<file path="src/rtl/load_store_unit_pkg.sv">
// load_store_unit_pkg: funct3 encodings, FSM state type and request legality check.
//   bad_req(we, funct3, off) returns 1 for a misaligned access or an illegal funct3.
package load_store_unit_pkg;

    localparam logic [2:0] F3_LB  = 3'b000;
    localparam logic [2:0] F3_LH  = 3'b001;
    localparam logic [2:0] F3_LW  = 3'b010;
    localparam logic [2:0] F3_LBU = 3'b100;
    localparam logic [2:0] F3_LHU = 3'b101;
    localparam logic [2:0] F3_SB  = 3'b000;
    localparam logic [2:0] F3_SH  = 3'b001;
    localparam logic [2:0] F3_SW  = 3'b010;

    typedef enum logic [2:0] {IDLE, STORE, LOAD, CAPT, ERR} state_t;

    function automatic logic bad_req(input logic we, input logic [2:0] f3, input logic [1:0] off);
        return we ? (f3 == F3_SH ? off[0] : f3 == F3_SW ? |off : f3 != F3_SB)
                  : (f3 == F3_LH || f3 == F3_LHU) ? off[0]
                  : f3 == F3_LW ? |off
                  : !(f3 == F3_LB || f3 == F3_LBU);
    endfunction

endpackage

</file>
<file path="src/rtl/lsu_align.sv">
// lsu_align: combinational byte-lane logic for stores and loads.
//   off    in  2   byte offset within the word
//   funct3 in  3   access size/sign
//   wdata  in  32  right-aligned store data
//   rdata  in  32  raw memory word
//   be     out 4   byte write enables
//   wrep   out 32  store data replicated into lanes
//   rext   out 32  selected and extended load data
module lsu_align (
    input  logic [1:0]  off,
    input  logic [2:0]  funct3,
    input  logic [31:0] wdata,
    input  logic [31:0] rdata,
    output logic [3:0]  be,
    output logic [31:0] wrep,
    output logic [31:0] rext
);

    logic [7:0]  b;
    logic [15:0] h;
    logic        sx;

    assign b  = rdata[{off, 3'b000} +: 8];
    assign h  = off[1] ? rdata[31:16] : rdata[15:0];
    // funct3[2] marks the unsigned load variants
    assign sx = ~funct3[2];

    assign be   = funct3[1:0] == 2'b00 ? 4'b0001 << off
                : funct3[1:0] == 2'b01 ? (off[1] ? 4'b1100 : 4'b0011)
                : 4'b1111;
    assign wrep = funct3[1:0] == 2'b00 ? {4{wdata[7:0]}}
                : funct3[1:0] == 2'b01 ? {2{wdata[15:0]}}
                : wdata;
    assign rext = funct3[1:0] == 2'b00 ? {{24{sx & b[7]}}, b}
                : funct3[1:0] == 2'b01 ? {{16{sx & h[15]}}, h}
                : rdata;

endmodule

</file>
<file path="src/rtl/load_store_unit.sv">
// load_store_unit: one-at-a-time load/store FSM between execute stage and data memory.
//   clk, rst                          clock, async active-high reset
//   req_valid/ready/we/funct3/addr/wdata  request handshake and payload
//   resp_valid/err/rdata              one-cycle response pulse
//   mem_rd/we/addr/wdata, mem_rdata   word-aligned data memory port (1-cycle read latency)
module load_store_unit
    import load_store_unit_pkg::*;
#(
    parameter int ADDR_W = 32
) (
    input  logic              clk,
    input  logic              rst,
    input  logic              req_valid,
    output logic              req_ready,
    input  logic              req_we,
    input  logic [2:0]        req_funct3,
    input  logic [ADDR_W-1:0] req_addr,
    input  logic [31:0]       req_wdata,
    output logic              resp_valid,
    output logic              resp_err,
    output logic [31:0]       resp_rdata,
    output logic              mem_rd,
    output logic [3:0]        mem_we,
    output logic [ADDR_W-1:0] mem_addr,
    output logic [31:0]       mem_wdata,
    input  logic [31:0]       mem_rdata
);

    state_t      state, state_n;
    logic [1:0]  off_q;
    logic [2:0]  f3_q;
    logic [31:0] wd_q;
    logic [3:0]  be;
    logic [31:0] rext;

    lsu_align u_align (
        .off    (off_q),
        .funct3 (f3_q),
        .wdata  (wd_q),
        .rdata  (mem_rdata),
        .be     (be),
        .wrep   (mem_wdata),
        .rext   (rext)
    );

    assign req_ready = state == IDLE;
    assign mem_rd    = state == LOAD;
    assign mem_we    = state == STORE ? be : 4'b0000;

    always_comb begin
        state_n = state;
        case (state)
            IDLE:    if (req_valid) state_n = bad_req(req_we, req_funct3, req_addr[1:0]) ? ERR : req_we ? STORE : LOAD;
            LOAD:    state_n = CAPT;
            default: state_n = IDLE;
        endcase
    end

    always_ff @(posedge clk or posedge rst) begin
        if (rst) begin
            state      <= IDLE;
            off_q      <= '0;
            f3_q       <= '0;
            wd_q       <= '0;
            mem_addr   <= '0;
            resp_valid <= 1'b0;
            resp_err   <= 1'b0;
            resp_rdata <= '0;
        end else begin
            state <= state_n;
            if (req_ready && req_valid) begin
                off_q    <= req_addr[1:0];
                f3_q     <= req_funct3;
                wd_q     <= req_wdata;
                mem_addr <= {req_addr[ADDR_W-1:2], 2'b00};
            end
            resp_valid <= state inside {STORE, CAPT, ERR};
            resp_err   <= state == ERR;
            resp_rdata <= state == CAPT ? rext : 32'h0;
        end
    end

endmodule

</file>
<file path="config.mk">
export PLATFORM = sky130hd
export DESIGN_NAME = load_store_unit
export DESIGN_NICKNAME = d
export VERILOG_FILES = /design/src/rtl/load_store_unit_pkg.sv /design/src/rtl/lsu_align.sv /design/src/rtl/load_store_unit.sv
export SDC_FILE = /design/constraint.sdc
export NUM_CORES = 1
export LEC_CHECK = 0
export CORE_MARGIN = 2
export CORE_UTILIZATION = 39
export DETAILED_ROUTE_END_ITERATION = 12
export GPL_TIMING_DRIVEN = 0
export PLACE_DENSITY = 0.77
export SYNTH_ARGS = -nofsm -noshare
export SYNTH_HDL_FRONTEND = slang
export SYNTH_SLANG_ARGS = --single-unit
</file>
<file path="constraint.sdc">
create_clock -name clk -period 3.61 [get_ports clk]
set_input_delay 0.722 -clock clk [delete_from_list [all_inputs] [get_ports clk]]
set_output_delay 0.722 -clock clk [all_outputs]
set_load 0.05 [all_outputs]
</file>
==> impl_metrics.env <==
export IMPL_synthTopCellsByCount="dfrtp_1, mux2_2, nand2_1"
export IMPL_rsz0062_at_grt="false"
export IMPL_top_usage_layer="met2"
export IMPL_power_internal_mw=4.001
export IMPL_grt_max_degree=61
export IMPL_reg2reg_slack_ps=1620
export IMPL_post_route_period_util_pct=95.66
export IMPL_crit_type="reg2out"
export IMPL_ys_top_cells_by_area="dfrtp_1, mux2_2, mux4_2, nand2_1, o21ai_0"
export IMPL_worstReg2RegStart="off_q[1]"
export IMPL_ir_drop_uv=683.7
export IMPL_postRouteAntennaNets=0
export IMPL_synth_top_area_share_pct=53.33
export IMPL_status="complete, no violations"
export IMPL_rr_endpoint="resp_rdata[22]"
export IMPL_fin_util_pct=61.53
export IMPL_p_leak_nw=3.085
export IMPL_overflow=0
export IMPL_slew_viol_final=0
export IMPL_postCtsHoldBufs=0
export IMPL_cts_root_buf="clkbuf_16"
export IMPL_critical_path_max_stage_delay_ps=710
export IMPL_cp_end_kind="primary output"
export IMPL_crit_fanout=10
export IMPL_met1_usage_pct=26.14
export IMPL_maxCapViolations=0
export IMPL_synth_edf_count=0
export IMPL_path_clk_slew_ps=70
export IMPL_dieArea_um2=13420
export IMPL_vias_per_cell=5.098
export IMPL_power_switching_mw=3.670
export IMPL_drt_first_iter_violations=252
export IMPL_cts_max_level=3
export IMPL_layout_min_cycle_time_ps=3453
export IMPL_drc_errors=0
export IMPL_port_buffers=204
export IMPL_synth_main_ff_cell="dfrtp_1"
export IMPL_worst_pin_slew_ps=761.2
export IMPL_grt_pass1_wl_um=22290
export IMPL_crit_required_ps=2890
export IMPL_synth_area_um2=4880
export IMPL_slew_headroom_pct=49.04
export IMPL_cp_cell_sequence="clkbuf_1 > or2_2 > buf_2 > buf_2 > mux2_2 > clkdlybuf4s50_1"
export IMPL_core_area_um2=12110
export IMPL_clk_latency_ps=350
export IMPL_finalNetCount=706
export IMPL_drive_gt1_share_pct=23.03
export IMPL_ys_warnings_count=0
export IMPL_die_h_um=115.9
export IMPL_async_reset_ff_share_pct=100.0
export IMPL_synth_top_cell_by_area="dfrtp_1"
export IMPL_grtUsageMet2_pct=36.76
export IMPL_firstDrtPassIters=5
export IMPL_seq_area_frac_synth_pct=53.33
export IMPL_whs_path_depth=1
export IMPL_p_comb_share_pct=63.3
export IMPL_rr_worst_depth=4
export IMPL_hold_path_class="reg2reg"
export IMPL_row_count=40
export IMPL_skew_ps=6.604
export IMPL_antenna_cells=0
export IMPL_cp_common_cell="buf_2"
export IMPL_synth_area_per_cell_um2=12.64
export IMPL_vias=3956
export IMPL_start_util_pct=40.29
export IMPL_numCtsBuffers=9
export IMPL_switching_share_pct=47.84
export IMPL_cts_max_path_buffers=2
export IMPL_cts_tree="done"
export IMPL_setup_violations=0
export IMPL_hold_end="mem_addr[10]"
export IMPL_antenna_found_initial=0
export IMPL_cts_setup_buffers=0
export IMPL_wl_per_cell_um=18.07
export IMPL_setup_worst_path_start_class="register"
export IMPL_numClockSinks=104
export IMPL_synth_cells=386
export IMPL_hold_worst_slack_ps=487.3
export IMPL_grt_pass1_vias=4226
export IMPL_synth_most_common_cell="dfrtp_1"
export IMPL_grt_usage_pct=21.55
export IMPL_seqPwrFrac_pct=24.2
export IMPL_worst_slack_ps=156.5
export IMPL_cellPowerDensity_nw_per_um2=1029
export IMPL_crit_arrival_ps=2730
export IMPL_hp_start="mem_addr[10]"
export IMPL_finalHoldViolCount=0
export IMPL_ys_ff_latch=104
export IMPL_grtUsageMet3_pct=6.224
export IMPL_dp_hpwl_um=10570
export IMPL_wl_um=14030
export IMPL_dp_worst_setup_slack_ps=504.0
export IMPL_place_gp_congestion=0.8480
export IMPL_critPathSlowestCell="clkdlybuf4s50_1"
export IMPL_clock_fmax_ghz=0.2896
export IMPL_synthToLayoutAreaGrowth_pct=52.72
export IMPL_fin_setup_tns_ps=0
export IMPL_fp_dieW_um=115.9
export IMPL_p_clk_share_pct=12.4
export IMPL_synthDistinctLibCells=38
export IMPL_ioPinCount=207
export IMPL_cts_resized=0
export IMPL_power_mw=7.672
[registers in the layout, indices dropped and copies added (netlist names)]
name,cells
resp_rdata,32
wd_q,32
mem_addr,30
f3_q,3
state,3
off_q,2
resp_err,1
resp_valid,1
[how the worst max path moves through the flow]
stage / startpoint / to
final: f3_q[0] / mem_wdata[13]
after floorplan: rst / f3_q[0]
after CTS: f3_q[0] / mem_wdata[14]
after detailed placement: f3_q[0] / mem_wdata[14]
after global routing: f3_q[0] / mem_wdata[15]
after global placement: rst / resp_rdata[21]
[stage by stage]
step                cell area [µm²]  std cells
floorplan                      4883        387
global placement               7136        759
detailed placement             7166        760
CTS                            7452        776
global route                   7452        776
finish                         7452        776
[layout make-up]
type                       count  area (µm²)
fill                         993        4659
sequential                   104        2603
timing repair buffer         205        2069
multi-input combinational    237        2002
clock buffer                  14       274.0
buffer                        38       249.0
tap                          168       210.2
inverter                       8       32.53
clock inverter                 2       12.51
[critical path, delay by kind of cell, from the launching register on]
| kind | cells | cell delay, ps |
|---|---|---|
| buffers and inverters | 4 | 1520 |
| multiplexers | 1 | 370 |
| flip-flops | 1 | 330 |
| AND/OR/NAND/NOR | 1 | 150 |
[logic make-up (layout without fill, tap and decap cells)]
logic type	count (synthesis)	after routing	share of synthesized area (%)
other	1	2	0.07685
multiplexers	99	99	24.44
AND/OR/NAND/NOR	53	53	5.128
flip-flops	104	104	53.33
AO/OA/AOI/OAI	83	83	11.31
buffers and inverters	46	267	5.718
[placed cells by master (no fill, tap or decap), types with 3 or more instances in the layout]
| master | netlist | routed |
|---|---|---|
| mux2i_1 | 10 | 10 |
| clkbuf_1 | 8 | 10 |
| dfrtp_1 | 104 | 104 |
| o221a_2 | 8 | 8 |
| clkdlybuf4s50_1 | 0 | 204 |
| inv_1 | 8 | 7 |
| clkbuf_16 | 0 | 9 |
| a21oi_1 | 20 | 20 |
| buf_6 | 7 | 7 |
| o22ai_1 | 8 | 8 |
| a211oi_1 | 7 | 7 |
| mux4_2 | 8 | 8 |
| mux2_2 | 76 | 76 |
| o21ai_0 | 21 | 21 |
| o21a_1 | 9 | 9 |
| nand2_1 | 28 | 28 |
| nor2_1 | 12 | 12 |
| buf_4 | 11 | 11 |
| clkbuf_8 | 0 | 3 |
| mux2_1 | 5 | 5 |
| a21o_1 | 3 | 3 |
| buf_2 | 10 | 10 |
| nand2b_1 | 3 | 3 |
[power by group through the flow]
stage | Combinational (mW) | Clock [mW] | Sequential (mW)
global route | 5.10 | 1.03 | 1.92
CTS | 4.90 | 0.975 | 1.86
global placement | 4.82 | 0 | 1.85
finish | 4.86 | 0.954 | 1.86
detailed placement | 4.88 | 0 | 1.88
floorplan | 2.68 | 0 | 2.54
[metal layers]
layer	up-vias	share of wire (%)
met5	-	0
met4	0	1.6
li1	1809	-
met1	1941	40
met3	17	9.3
met2	189	49
Power figures use the tool's default switching activity.
